### src/rtl/mul_pkg.sv
// Shared definitions for the sequential shift-add multiplier.
//   mul_state_e        : control FSM states (IDLE, RUN, DONE)
//   MUL_WIDTH_DEFAULT  : default operand width in bits
package mul_pkg;

    localparam int MUL_WIDTH_DEFAULT = 8;

    typedef enum logic [1:0] {
        IDLE = 2'd0,
        RUN  = 2'd1,
        DONE = 2'd2
    } mul_state_e;

endpackage

### src/rtl/shift_add_datapath.sv
// Shift-add datapath for the sequential multiplier.
// Processes the multiplier MSB-first: each step doubles the accumulator and
// adds the multiplicand magnitude when the current multiplier bit is set.
// Ports:
//   clk, rst_n        : clock, asynchronous active-low reset
//   load              : capture operand magnitudes and sign, clear accumulator
//   step              : perform one shift-add iteration
//   finish            : last iteration; load (optionally negated) sum into result
//   sgn               : operands are two's complement
//   multiplicand      : WIDTH-bit multiplicand
//   multiplier        : WIDTH-bit multiplier
//   result            : 2*WIDTH-bit registered product
module shift_add_datapath
    import mul_pkg::*;
#(
    parameter int WIDTH = MUL_WIDTH_DEFAULT
) (
    input  logic               clk,
    input  logic               rst_n,
    input  logic               load,
    input  logic               step,
    input  logic               finish,
    input  logic               sgn,
    input  logic [WIDTH-1:0]   multiplicand,
    input  logic [WIDTH-1:0]   multiplier,
    output logic [2*WIDTH-1:0] result
);

    logic [WIDTH-1:0]   mcand_mag;
    logic [WIDTH-1:0]   mplier_sh;
    logic [2*WIDTH-1:0] acc;
    logic               neg;
    logic [2*WIDTH-1:0] addend;
    logic [2*WIDTH-1:0] sum;

    // Carry-out of the 2*WIDTH adder is dropped; the magnitude product
    // never exceeds 2^(2*WIDTH-2) in signed mode, so nothing is lost.
    assign addend = mplier_sh[WIDTH-1] ? {{WIDTH{1'b0}}, mcand_mag} : '0;
    assign sum    = (acc << 1) + addend;

    always_ff @(posedge clk or negedge rst_n) begin
        if (!rst_n) begin
            mcand_mag <= '0;
            mplier_sh <= '0;
            acc       <= '0;
            neg       <= 1'b0;
            result    <= '0;
        end else if (load) begin
            // Negating -2^(WIDTH-1) wraps back to 100..0, which read as
            // unsigned is exactly its magnitude.
            mcand_mag <= (sgn && multiplicand[WIDTH-1]) ? -multiplicand : multiplicand;
            mplier_sh <= (sgn && multiplier[WIDTH-1])   ? -multiplier   : multiplier;
            neg       <= sgn && (multiplicand[WIDTH-1] ^ multiplier[WIDTH-1]);
            acc       <= '0;
        end else if (step) begin
            acc       <= sum;
            mplier_sh <= mplier_sh << 1;
            // -0 == 0, so a zero product never comes out as negative zero.
            if (finish)
                result <= neg ? -sum : sum;
        end
    end

endmodule

### src/rtl/param_seq_multiplier.sv
// Sequential WIDTH x WIDTH multiplier, signed or unsigned per operation.
// Fixed latency: accept on edge 0, WIDTH shift-add edges, done_o high for
// the one cycle after edge WIDTH, then back to IDLE.
// Ports:
//   mul_clk_i      : clock
//   mul_nreset_i   : asynchronous active-low reset
//   start_i        : start request, honoured only while ready_o
//   signed_i       : 1 = two's-complement operands
//   multiplicand_i : multiplicand, sampled on the accepting edge
//   multiplier_i   : multiplier, sampled on the accepting edge
//   ready_o        : idle, can accept start_i
//   busy_o         : operation in progress (RUN or DONE)
//   done_o         : one-cycle pulse, mul_result_o holds a new product
//   mul_result_o   : registered 2*WIDTH-bit product
module param_seq_multiplier
    import mul_pkg::*;
#(
    parameter int WIDTH = MUL_WIDTH_DEFAULT
) (
    input  logic               mul_clk_i,
    input  logic               mul_nreset_i,
    input  logic               start_i,
    input  logic               signed_i,
    input  logic [WIDTH-1:0]   multiplicand_i,
    input  logic [WIDTH-1:0]   multiplier_i,
    output logic               ready_o,
    output logic               busy_o,
    output logic               done_o,
    output logic [2*WIDTH-1:0] mul_result_o
);

    localparam int CNT_W = $clog2(WIDTH + 1);

    mul_state_e       state, state_nxt;
    logic [CNT_W-1:0] cnt;
    logic             load, step, finish;

    always_ff @(posedge mul_clk_i or negedge mul_nreset_i) begin
        if (!mul_nreset_i) begin
            state <= IDLE;
            cnt   <= '0;
        end else begin
            state <= state_nxt;
            if (load)
                cnt <= CNT_W'(WIDTH);
            else if (step)
                cnt <= cnt - 1'b1;
        end
    end

    always_comb begin
        state_nxt = state;
        load      = 1'b0;
        step      = 1'b0;
        finish    = 1'b0;
        ready_o   = 1'b0;
        busy_o    = 1'b0;
        done_o    = 1'b0;
        unique case (state)
            IDLE: begin
                ready_o = 1'b1;
                if (start_i) begin
                    load      = 1'b1;
                    state_nxt = RUN;
                end
            end
            RUN: begin
                busy_o = 1'b1;
                step   = 1'b1;
                // cnt == 1 marks the WIDTH-th iteration.
                if (cnt == CNT_W'(1)) begin
                    finish    = 1'b1;
                    state_nxt = DONE;
                end
            end
            DONE: begin
                busy_o    = 1'b1;
                done_o    = 1'b1;
                state_nxt = IDLE;
            end
            default: state_nxt = IDLE;
        endcase
    end

    shift_add_datapath #(.WIDTH(WIDTH)) u_dp (
        .clk          (mul_clk_i),
        .rst_n        (mul_nreset_i),
        .load         (load),
        .step         (step),
        .finish       (finish),
        .sgn          (signed_i),
        .multiplicand (multiplicand_i),
        .multiplier   (multiplier_i),
        .result       (mul_result_o)
    );

endmodule

### config.mk
export PLATFORM = sky130hd
export DESIGN_NAME = param_seq_multiplier
export DESIGN_NICKNAME = d
export VERILOG_FILES = /design/src/rtl/mul_pkg.sv /design/src/rtl/shift_add_datapath.sv /design/src/rtl/param_seq_multiplier.sv
export SDC_FILE = /design/constraint.sdc
export NUM_CORES = 1
export LEC_CHECK = 0
export CORE_MARGIN = 4
export CORE_UTILIZATION = 25
export CTS_CLUSTER_SIZE = 25
export DETAILED_ROUTE_END_ITERATION = 7
export PLACE_DENSITY = 0.41
export SYNTH_ARGS = -nofsm -noshare
export SYNTH_HDL_FRONTEND = slang
export SYNTH_SLANG_ARGS = --single-unit
export TNS_END_PERCENT = 100
### constraint.sdc
create_clock -name mul_clk_i -period 3.83 [get_ports mul_clk_i]
set_clock_uncertainty 0.2 [all_clocks]
set_input_delay 0.766 -clock mul_clk_i [delete_from_list [all_inputs] [get_ports mul_clk_i]]
set_output_delay 0.766 -clock mul_clk_i [all_outputs]
set_load 0.005 [all_outputs]
==> impl_results.rst, run 1 <==
.. list-table::
   :header-rows: 1

   * - Metric
     - Value
   * - Number of sinks on the clock net
     - 54
   * - Worst Setup Slack, final
     - 0.195 ns
   * - Most instantiated cells after synthesis
     - 54 x dfrtp_1, 44 x nand2_1, 31 x nor2_1
   * - Iteration-0 DRC count of the detailed router
     - 114
   * - Slew Limit Fails
     - 0
   * - Final RePlAce weighted congestion
     - around 0.8
   * - Worst reg-to-reg path cell count
     - 11
   * - Run status
     - finished, final reports clean
   * - Total Nets Final
     - between 400 and 500
   * - Met1 track demand over resource
     - 0.148
   * - Syn_area_per_cell
     - 9.22 um^2
   * - Ordered list of cells on the worst path
     - and2_1, ha_1, fa_2, a211oi_4, o21a_1, o311ai_1, or4_4, or3_4, o41ai_2, xnor2_1, mux2_2
   * - Cell types with the largest area share after synthesis
     - dfrtp_1 39%, xnor2_1 5.9%, ha_1 5.5%
   * - Total number of placement rows
     - 42
   * - Iteration count of the initial detailed-routing pass
     - 4
   * - Maximum buffer depth of the clock tree
     - 2
   * - Detail Route Antenna Nets
     - 0
   * - Multi-input logic area
     - 1960 um^2
   * - Number of top-level design ports
     - 39
   * - Routed length per instance
     - 12.9 um
   * - Area of all sequential standard cells
     - between 1000 and 1500 um^2
   * - HP Class
     - reg -> reg
   * - Area growth syn-to-layout
     - 23.6%
   * - Core area
     - about 13000 um^2
   * - Gr ovfl total
     - 0
   * - Setup Total Neg Slack
     - 0 ns
   * - Setup violations, final
     - 0
   * - Total Die Area
     - between 15000 and 20000 um^2
   * - Worst endpoint data arrival time
     - 3.61 ns
   * - Count of buffers from port buffering
     - 38
   * - Final critical path time including I/O delays and setup
     - approximately 3.6 ns
   * - Post-synth EDFFs
     - 0
   * - Global routing met3 resource utilization
     - 0.0192
   * - Hold Fails Final Rpt
     - 0
   * - Clock buffer count from CTS
     - 5
   * - Antenna violations before repair
     - 0
   * - RSZ-0062 raised after global routing
     - no
   * - Leakage power summed over all cells
     - about 0.0018 uW
   * - Max stage delay on crit path
     - between 0.5 and 0.6 ns
   * - Fraction of synthesis flops using an asynchronous set or reset pin
     - 1.00
   * - CP Max Fanout
     - 5
   * - Max-cap viol count
     - 0
   * - Instance count of the mapped netlist
     - 372
   * - Fin cells
     - about 590
   * - Vertical extent of the die
     - approximately 130 um
   * - Worst slack, placed
     - 0.0792 ns
   * - Fraction of layout cells with a size suffix above 1
     - 0.0841
   * - Peak-usage layer in the global routing report
     - met2
   * - Achievable Freq
     - 275 MHz
   * - Final wirelength
     - 7630 um
   * - Synth warnings
     - 0
   * - Required @ worst endpoint
     - 3.80 ns
   * - Transition time at the pin with the least slew margin
     - 1.07 ns
   * - Maximum number of pins on one net before global-route repair
     - between 40 and 50
   * - Power per cell area
     - around 780 nW/um^2
   * - Worst-Skew Late Latency
     - 0.29 ns
   * - Via density per instance
     - 4.45
   * - Clock-pin slew on the worst setup and hold paths
     - 0.07 ns
   * - Library cell contributing the largest single delay on the critical path
     - or4_4
   * - Clock tree from TritonCTS
     - built
   * - Cell with the most instances after synthesis
     - dfrtp_1
   * - Post-synthesis sequential area ratio
     - 0.394
   * - CTS Hold Bufs
     - 0
   * - Total vias in the final route
     - 2633
   * - Met2 GRT Util
     - 0.149
   * - Hpwl dp
     - 5710 um
   * - Number of unique standard cell types used by synthesis
     - 55
   * - Root buf cell
     - clkbuf_16
   * - Worst Hold Path Cells
     - 2
   * - Share of the cycle needed by the critical path after routing
     - 0.949
   * - Die Span X
     - 125 um
   * - Biggest area consumer among synthesized cells
     - dfrtp_1
   * - Number of fill cells in the layout
     - 1425
   * - H-tree lvl count
     - 2
   * - Synthesized cell area
     - 3430 um^2
   * - Syn Nets
     - 408
   * - Total routing resource utilization after global routing
     - 0.100
   * - Fraction of post-synthesis cell area in the top cell type by area
     - 0.394
   * - FF+latch count, synth
     - 54
   * - First-pass GRT wire length
     - 13200 um
   * - Startpoint class of the critical path
     - register
   * - Vias in the first global route
     - 2663
   * - Effective utilization at floorplan
     - 0.257
   * - Number of placed instances, taps included
     - 584
   * - Final routed DRC violation total
     - 0
   * - Primary flip-flop cell chosen by synthesis mapping
     - dfrtp_1
   * - VDD IR max
     - about 0.2 mV
   * - Antenna fix cells
     - 0
   * - Headroom to the max-slew limit
     - 0.290
   * - Critical path class
     - reg -> reg
   * - Capturing element type of the critical path
     - register
-- final cells by class --
cell class	count	share of cell area
multi-input cells	285	0.462
flip-flops and latches	54	0.319
repair buffers	52	0.113
well taps	176	0.0519
clock buffers	6	0.0304
inverters	17	0.0151
clock inverters	2	0.00885
-- final timing paths --
check / startpoint / end / slack, ns
setup / recovery: u_dp.mcand_mag[1]$_DFFE_PN0P_ / u_dp.result[15]$_DFFE_PN0P_ / 0.19
setup reg to reg: u_dp.mcand_mag[1]$_DFFE_PN0P_ / u_dp.result[15]$_DFFE_PN0P_ / 0.19
min in group asynchronous: mul_nreset_i / state[1]$_DFFE_PN0P_ / 0.48
max in group asynchronous: mul_nreset_i / u_dp.mplier_sh[0]$_DFFE_PN0P_ / 2.23
hold / removal: u_dp.result[2]$_DFFE_PN0P_ / u_dp.result[2]$_DFFE_PN0P_ / 0.28
hold reg to reg: u_dp.result[2]$_DFFE_PN0P_ / u_dp.result[2]$_DFFE_PN0P_ / 0.28
-- sequential cells by signal (all words and copies together), names as in the netlist --
signal	flops
cnt	4
u_dp.mplier_sh	8
u_dp.acc	15
u_dp.mcand_mag	8
state	2
u_dp.result	16
u_dp.neg	1
-- stage by stage --
step	cell area (um^2)	power, uW	util	hold slack (ns)
floorplan	3430	2200	-	0.238
global placement	4070	2800	0.305	0.262
detailed placement	4070	2810	0.305	0.270
CTS	4240	3350	0.317	0.286
global route	4240	3610	0.318	0.312
finish	4240	3290	0.318	0.279
-- cells in the final DEF (no fill, tap or decap), drive strengths merged, types with 4 or more instances in the layout --
| master | Yosys | routed |
|---|---|---|
| o21ai | 38 | 38 |
| nor2b | 4 | 4 |
| nand3 | 7 | 7 |
| nor3 | 4 | 4 |
| nand2 | 44 | 44 |
| dfrtp | 54 | 54 |
| a21oi | 8 | 8 |
| ha | 15 | 15 |
| a211oi | 9 | 9 |
| clkdlybuf4s50 | 0 | 37 |
| mux2i | 18 | 18 |
| nor2 | 31 | 31 |
| and2 | 10 | 10 |
| xor2 | 17 | 17 |
| o31ai | 5 | 5 |
| inv | 17 | 17 |
| xnor2 | 23 | 23 |
| o41ai | 4 | 4 |
| clkbuf | 14 | 6 |
| buf | 2 | 15 |
-- repair_timing --
item	CTS	global route
endpoints found under the hold margin	0	0
gates resized for setup	0	1
setup buffers	0	0
endpoints found under the setup margin	0	2
-- routing by layer --
layer	share of wire	wire length [um]
met3	0.030	227
met1	0.55	4170
met2	0.42	3170
met5	0	0
met4	0.0083	63
-- worst max-delay path: cells and delay by family, from the launching register on --
family / cells / cell delay (ns)
AOI/OAI and AO/OA: 4 / 0.81
xor gates and xnor gates: 1 / 0.11
adders and majority gates: 2 / 0.61
DFF: 1 / 0.39
muxes: 1 / 0.26
and+or+nand+nor: 3 / 1.15
-- power by group --
group,total (uW),internal (uW),switching [uW]
sequential,1010,812,198
clock,515,309,206
combinational,1760,852,911
-- cell families (layout without fill, tap and decap cells) --
kind of cell / after synthesis / after routing / synth area share
mux: 20 / 20 / 0.0591
flops: 54 / 54 / 0.394
buf+inv: 33 / 77 / 0.0361
fa+ha+maj: 16 / 16 / 0.0606
xor+xnor: 40 / 40 / 0.102
simple gates: 122 / 122 / 0.174
compound gates: 87 / 87 / 0.174
Power figures use the tool's default switching activity.
==> inputs of run 2 (changes only) <==
--- a/config.mk
+++ b/config.mk
@@ -5,11 +5,15 @@
 export SDC_FILE = /design/constraint.sdc
 export NUM_CORES = 1
 export LEC_CHECK = 0
+export CAP_MARGIN = 20
+export CELL_PAD_IN_SITES_DETAIL_PLACEMENT = 0
+export CELL_PAD_IN_SITES_GLOBAL_PLACEMENT = 1
 export CORE_MARGIN = 4
 export CORE_UTILIZATION = 25
 export CTS_CLUSTER_SIZE = 25
 export DETAILED_ROUTE_END_ITERATION = 7
-export PLACE_DENSITY = 0.41
+export DONT_BUFFER_PORTS = 1
+export PLACE_DENSITY = 0.46
 export SYNTH_ARGS = -nofsm -noshare
 export SYNTH_HDL_FRONTEND = slang
 export SYNTH_SLANG_ARGS = --single-unit
==> run 2 against run 1 <==
Against the previous run:
- setup slack worse by 0.055 ns
- cell area is 9.4% lower
- worst hold slack worse by 0.14 ns
- total power is 6.7% lower
- combinational power shrank 9%
- die area did not move
- critical path depth unchanged
- first-iteration DRC count up 0.88%
- largest cell class unchanged
- flip-flop and latch count stayed put
- maximum frequency is 1.5% lower
- clock power decreased by 15%
- cell count fell by 6.8%
==> impl_results.rst, run 2 (synthesis gave the netlist of run 1 again) <==
.. list-table::
   :header-rows: 1

   * - Metric
     - Value
   * - Run status
     - finished, final reports clean
   * - Power share of the clock group
     - 0.143
   * - Core area
     - between 10000 and 15000 um^2
   * - Slew Limit Fails
     - 0
   * - Most frequent cells in the layout
     - 54 x dfrtp_1, 44 x nand2_1, 31 x nor2_1
   * - Headroom to the max-slew limit
     - 0.578
   * - Fraction of power spent switching nets
     - 0.426
   * - Final RePlAce weighted congestion
     - 0.707
   * - Power per cell area
     - about 800 nW/um^2
   * - Maximum buffer depth of the clock tree
     - 2
   * - Worst endpoint data arrival time
     - 3.67 ns
   * - Transition time at the pin with the least slew margin
     - 0.631 ns
   * - Total Die Area
     - between 15000 and 20000 um^2
   * - Maximum number of pins on one net before global-route repair
     - 55
   * - Total routing resource utilization after global routing
     - 0.106
   * - Gates resized, CTS repair
     - 0
   * - Number of sinks on the clock net
     - 54
   * - RSZ-0062 raised after global routing
     - no
   * - Endpoint of the worst-slack reg-to-reg timing path
     - u_dp.result[15]$_DFFE_PN0P_
   * - Worst-Skew Late Latency
     - approximately 0.29 ns
   * - Root buf cell
     - clkbuf_16
   * - Source of the worst register-to-register timing path
     - u_dp.mcand_mag[1]$_DFFE_PN0P_
   * - Startpoint class of the critical path
     - register
   * - CP Max Fanout
     - 5
   * - VDD IR max
     - approximately 0.21 mV
   * - Clock-pin slew on the worst setup and hold paths
     - 0.07 ns
   * - Required @ worst endpoint
     - 3.81 ns
   * - Int Power
     - 1760 uW
   * - Critical path class
     - reg -> reg
   * - Biggest regs
     - u_dp.result (16), u_dp.acc (15)
   * - Most flops, register
     - u_dp.result
   * - Total vias in the final route
     - 2511
   * - Vertical extent of the die
     - ~130 um
   * - Antenna violations before repair
     - 0
   * - Effective utilization at floorplan
     - 0.257
   * - Max reg flops
     - 16
   * - Hpwl dp
     - 5910 um
   * - Number of top-level design ports
     - 39
   * - Antenna fix cells
     - 0
   * - Total number of placement rows
     - 42
   * - Area of all sequential standard cells
     - 1350 um^2
   * - Leakage power summed over all cells
     - 0.00165 uW
   * - Vias in the first global route
     - about 2.6k
   * - Total Nets Final
     - 412
   * - Capturing element type of the critical path
     - register
   * - Max-cap viol count
     - 0
   * - Clock tree from TritonCTS
     - built
   * - Die Span X
     - between 100 and 150 um
   * - Setup violations, final
     - 0
   * - Final routed DRC violation total
     - 0
   * - Number of fill cells in the layout
     - 1451
   * - Share of the cycle needed by the critical path after routing
     - 0.964
   * - Area growth syn-to-layout
     - 12.0%
   * - Final wirelength
     - about 8000 um
   * - Iteration count of the initial detailed-routing pass
     - 4
   * - Via density per instance
     - 4.55
   * - Detail Route Antenna Nets
     - 0
   * - Routed length per instance
     - about 14 um
   * - Setup slack of the most critical reg-to-reg path
     - 0.14 ns
   * - Most common cell after layout, fill and taps aside
     - dfrtp_1
   * - Iteration-0 DRC count of the detailed router
     - about 120
   * - H-tree lvl count
     - 2
   * - Final critical path time including I/O delays and setup
     - 3.69 ns
   * - First-pass GRT wire length
     - 13700 um
   * - Achievable Freq
     - roughly 270 MHz
   * - Clock buffer count from CTS
     - 5
   * - Power dissipated by switching net loads
     - roughly 1300 uW
   * - Count of buffers from port buffering
     - 0
   * - Gate power share
     - 0.520
   * - Hold Fails Final Rpt
     - 0
   * - Worst-case hold slack
     - approximately 0.13 ns
   * - Worst reg-to-reg path cell count
     - 11
   * - Multi-input logic area
     - 1950 um^2
   * - Gr ovfl total
     - 0
   * - Final standard cell utilization of the core
     - 0.288
   * - HP Class
     - in -> async
   * - Setup Total Neg Slack
     - 0 ns
   * - Portion of total power attributed to sequential cells
     - 0.336
   * - Fraction of layout cells with a size suffix above 1
     - 0.0798
-- run 2: cell types whose count changed in the layout (fill, tap and decap cells not counted), sizes merged --
cell           before  now
buf                15   13
bufinv              1    0
clkbuf              6    7
clkdlybuf4s50      37    0
clkinvlp            1    0
-- run 2: repair_timing --
item | CTS | global route
hold buffers | 1 | 0
hold endpoints to repair | 54 | 0
setup buffers | 0 | 0
setup endpoints to repair | 0 | 2
-- run 2: power groups by stage --
stage          combinational, uW  sequential, uW  clock, uW
2_1_floorplan               1240             963          0
3_3_place_gp                1600            1050          0
3_5_place_dp                1610            1050          0
4_1_cts                     1630            1040        468
5_1_grt                     1830            1070        482
6_report                    1600            1030        440
-- run 2: per-stage QoR --
stage                     cells  setup slack (ns)  instance area (um^2)  power [uW]
after global placement      544             0.112                  3680        2650
after floorplan             372             0.198                  3430        2200
after CTS                   552            0.0894                  3840        3140
after detailed placement    544            0.0928                  3680        2660
final                       552             0.140                  3840        3070
after global routing        552          0.000292                  3840        3380
-- run 2: how the worst max path moves through the flow --
stage / start / endpoint / slack, ns / cells past startpoint
floorplan: u_dp.mplier_sh[7]$_DFFE_PN0P_ / u_dp.result[15]$_DFFE_PN0P_ / 0.20 / 11
global placement: u_dp.mcand_mag[1]$_DFFE_PN0P_ / u_dp.result[15]$_DFFE_PN0P_ / 0.11 / 11
detailed placement: u_dp.mcand_mag[1]$_DFFE_PN0P_ / u_dp.result[15]$_DFFE_PN0P_ / 0.09 / 11
CTS: u_dp.mcand_mag[1]$_DFFE_PN0P_ / u_dp.result[15]$_DFFE_PN0P_ / 0.09 / 11
global route: u_dp.mcand_mag[1]$_DFFE_PN0P_ / u_dp.result[15]$_DFFE_PN0P_ / 0.0003 / 11
finish: u_dp.mcand_mag[1]$_DFFE_PN0P_ / u_dp.result[15]$_DFFE_PN0P_ / 0.14 / 11
-- run 2: layout make-up --
class                      instances  area share
inverter                          17      0.0166
multi-input combinational        285       0.509
timing repair buffer              13      0.0306
sequential                        54       0.352
tap                              176      0.0573
clock buffer                       7      0.0345
-- run 2: worst max-delay path, stage by stage (launching register included) --
cell	delay, ns
dfrtp_1	0.37
and2_1	0.16
ha_1	0.21
fa_1	0.45
a211oi_4	0.31
o21a_1	0.17
o311ai_1	0.11
or4_4	0.60
or3_4	0.40
o41ai_2	0.24
xnor2_1	0.11
mux2_2	0.26
-- run 2: metal layers --
metal / up-vias / share of wire / track usage
met3: 7 / 0.043 / 0.0269
met2: 45 / 0.43 / 0.164
met1: 1155 / 0.51 / 0.147
met5: - / 0 / 0
li1: 1304 / - / -
met4: 0 / 0.015 / 0.0319
==> inputs of run 3 (changes only) <==
--- a/config.mk
+++ b/config.mk
@@ -9,11 +9,11 @@
 export CELL_PAD_IN_SITES_DETAIL_PLACEMENT = 0
 export CELL_PAD_IN_SITES_GLOBAL_PLACEMENT = 1
 export CORE_MARGIN = 4
-export CORE_UTILIZATION = 25
+export CORE_UTILIZATION = 44
 export CTS_CLUSTER_SIZE = 25
 export DETAILED_ROUTE_END_ITERATION = 7
 export DONT_BUFFER_PORTS = 1
-export PLACE_DENSITY = 0.46
+export PLACE_DENSITY = 0.74
 export SYNTH_ARGS = -nofsm -noshare
 export SYNTH_HDL_FRONTEND = slang
 export SYNTH_SLANG_ARGS = --single-unit
==> run 3 against run 2 <==
Against the previous run:
- sequential power about the same
- cell area decreased by 4.0%
- register-to-register slack improved by 0.05 ns
- critical path type unchanged
- largest cell class unchanged
- highest routed layer unchanged
==> impl_results.rst, run 3 (synthesis gave the netlist of run 1 again) <==
.. list-table::
   :header-rows: 1

   * - Metric
     - Value
   * - Most frequent cells in the layout
     - 54 x dfrtp_1, 44 x nand2_1, 31 x nor2_1
   * - Transition time at the pin with the least slew margin
     - 0.645 ns
   * - Vertical extent of the die
     - 96.3 um
   * - Fraction of layout cells with a size suffix above 1
     - 0.0827
   * - Area of all sequential standard cells
     - 1350 um^2
   * - Postcts setup bufs
     - 0
   * - Final standard cell utilization of the core
     - 0.497
   * - Final routed DRC violation total
     - 0
   * - Library cell contributing the largest single delay on the critical path
     - or4_4
   * - Slew Limit Fails
     - 0
   * - Run status
     - finished, final reports clean
   * - Ordered list of cells on the worst path
     - and2_1, ha_1, fa_2, a211oi_4, o21a_1, o311ai_1, or4_4, or3_4, o41ai_2, xnor2_1, mux2_2
   * - Worst-case hold slack
     - 0.108 ns
   * - Achievable Freq
     - 274 MHz
   * - Setup Total Neg Slack
     - 0 ns
   * - Final RePlAce weighted congestion
     - 0.805
   * - Number of top-level design ports
     - 39
   * - Power per cell area
     - 785 nW/um^2
   * - Max-cap viol count
     - 0
   * - Biggest regs
     - u_dp.result (16), u_dp.acc (15)
   * - Fin cells
     - 474
   * - Required @ worst endpoint
     - 3.83 ns
   * - Detail Route Antenna Nets
     - 0
   * - HP Class
     - in -> async
   * - Routed length per instance
     - 14.6 um
   * - Antenna violations before repair
     - 0
   * - Via density per instance
     - 5.28
   * - CP Max Fanout
     - 5
   * - Area growth syn-to-layout
     - 7.44%
   * - Leakage power summed over all cells
     - 0.00162 uW
   * - Clock-pin slew on the worst setup and hold paths
     - about 0.1 ns
   * - Most common cell after layout, fill and taps aside
     - dfrtp_1
   * - Iteration count of the initial detailed-routing pass
     - 4
   * - First-pass GRT wire length
     - around 12000 um
   * - Die Span X
     - 96.3 um
   * - Core area
     - about 7400 um^2
   * - Antenna fix cells
     - 0
   * - Total Nets Final
     - 410
   * - Total number of placement rows
     - 31
   * - Critical path class
     - reg -> reg
   * - Clock tree from TritonCTS
     - built
   * - Effective utilization at floorplan
     - 0.463
   * - Capturing element type of the critical path
     - register
   * - Final wirelength
     - ~6900 um
   * - Count of buffers from port buffering
     - 0
   * - H-tree lvl count
     - 2
   * - Setup violations, final
     - 0
   * - Vias in the first global route
     - 2573
   * - Hpwl dp
     - 5210 um
   * - VDD IR max
     - around 0.23 mV
   * - Worst-Skew Late Latency
     - approximately 0.31 ns
   * - Max stage delay on crit path
     - 0.60 ns
   * - Worst endpoint data arrival time
     - 3.64 ns
   * - Maximum buffer depth of the clock tree
     - 2
   * - Headroom to the max-slew limit
     - 0.569
   * - Number of sinks on the clock net
     - 54
   * - Number of placed instances, taps included
     - 465
   * - Iteration-0 DRC count of the detailed router
     - ~160
   * - Max reg flops
     - 16
   * - Multi-input logic area
     - between 1500 and 2000 um^2
   * - Total vias in the final route
     - 2502
   * - Gr ovfl total
     - 0
   * - Clock buffer count from CTS
     - 5
   * - Share of the cycle needed by the critical path after routing
     - 0.952
   * - Number of fill cells in the layout
     - 707
   * - Total Die Area
     - 9270 um^2
   * - Most flops, register
     - u_dp.result
   * - Root buf cell
     - clkbuf_8
   * - RSZ-0062 raised after global routing
     - no
   * - Hold Fails Final Rpt
     - 0
   * - Maximum number of pins on one net before global-route repair
     - 55
   * - Total routing resource utilization after global routing
     - 0.166
   * - Final critical path time including I/O delays and setup
     - roughly 3.6 ns
   * - Setup slack of the most critical reg-to-reg path
     - 0.19 ns
   * - Startpoint class of the critical path
     - register
-- run 3: changes by cell type in the layout (fill, tap and decap cells not counted) --
cell       change
clkbuf_16      -5
clkbuf_8       +5
buf_4          -2
clkbuf_1       -1
clkinv_2       +1
clkinv_4       +1
fa_1           -1
fa_2           +1
-- run 3: area by class of cell --
| type | count | area share |
|---|---|---|
| multi-input cells | 285 | 0.531 |
| clock buffers | 6 | 0.0197 |
| clock inverters | 2 | 0.00374 |
| flip-flops and latches | 54 | 0.367 |
| well taps | 99 | 0.0336 |
| repair buffers | 11 | 0.0278 |
| inverters | 17 | 0.0173 |
-- run 3: final timing paths --
check | from | end | cells past startpoint
min in group mul_clk_i | u_dp.mcand_mag[2]$_DFFE_PN0P_ | u_dp.mcand_mag[2]$_DFFE_PN0P_ | 2
worst min register to register | u_dp.mcand_mag[2]$_DFFE_PN0P_ | u_dp.mcand_mag[2]$_DFFE_PN0P_ | 2
max in group asynchronous | mul_nreset_i | u_dp.acc[12]$_DFFE_PN0P_ | 1
worst max-delay path | u_dp.mcand_mag[1]$_DFFE_PN0P_ | u_dp.result[15]$_DFFE_PN0P_ | 11
worst min-delay path | mul_nreset_i | state[1]$_DFFE_PN0P_ | 1
worst max register to register | u_dp.mcand_mag[1]$_DFFE_PN0P_ | u_dp.result[15]$_DFFE_PN0P_ | 11
-- run 3: metal layers --
metal  up-vias  track usage  routed length, um
met1      1147        0.241               3600
met4         0       0.0320                 49
met5         -            0                  0
met3         4       0.0391                378
li1       1303            -                  -
met2        48        0.252               2880
-- run 3: repair_timing --
item / CTS / global route
hold endpoints to repair: 54 / 0
setup endpoints to repair: 0 / 3
gates resized for setup: 0 / 1
hold buffers: 1 / 0
-- run 3: where the power goes --
group,internal [uW],total (uW),switching [uW]
combinational,689,1560,869
clock,130,314,185
sequential,812,1020,209
total,1630,2890,1260
-- run 3: critical path: cells and delay by family (launching register included) --
family,cells,cell delay (ns)
XOR/XNOR,1,0.11
flip-flops,1,0.39
AND/OR/NAND/NOR,3,1.16
multiplexers,1,0.26
adder cells (fa/ha/maj),2,0.60
AO/OA/AOI/OAI,4,0.82
-- run 3: through the flow --
| stage | setup slack, ns | area [um^2] | power, uW |
|---|---|---|---|
| 5_1_grt | 0.0534 | 3680 | 3190 |
| 4_1_cts | 0.0775 | 3680 | 2930 |
| 3_5_place_dp | 0.0804 | 3570 | 2590 |
| 3_3_place_gp | 0.181 | 3570 | 2560 |
| 2_1_floorplan | 0.198 | 3430 | 2200 |
| 6_report | 0.186 | 3680 | 2890 |
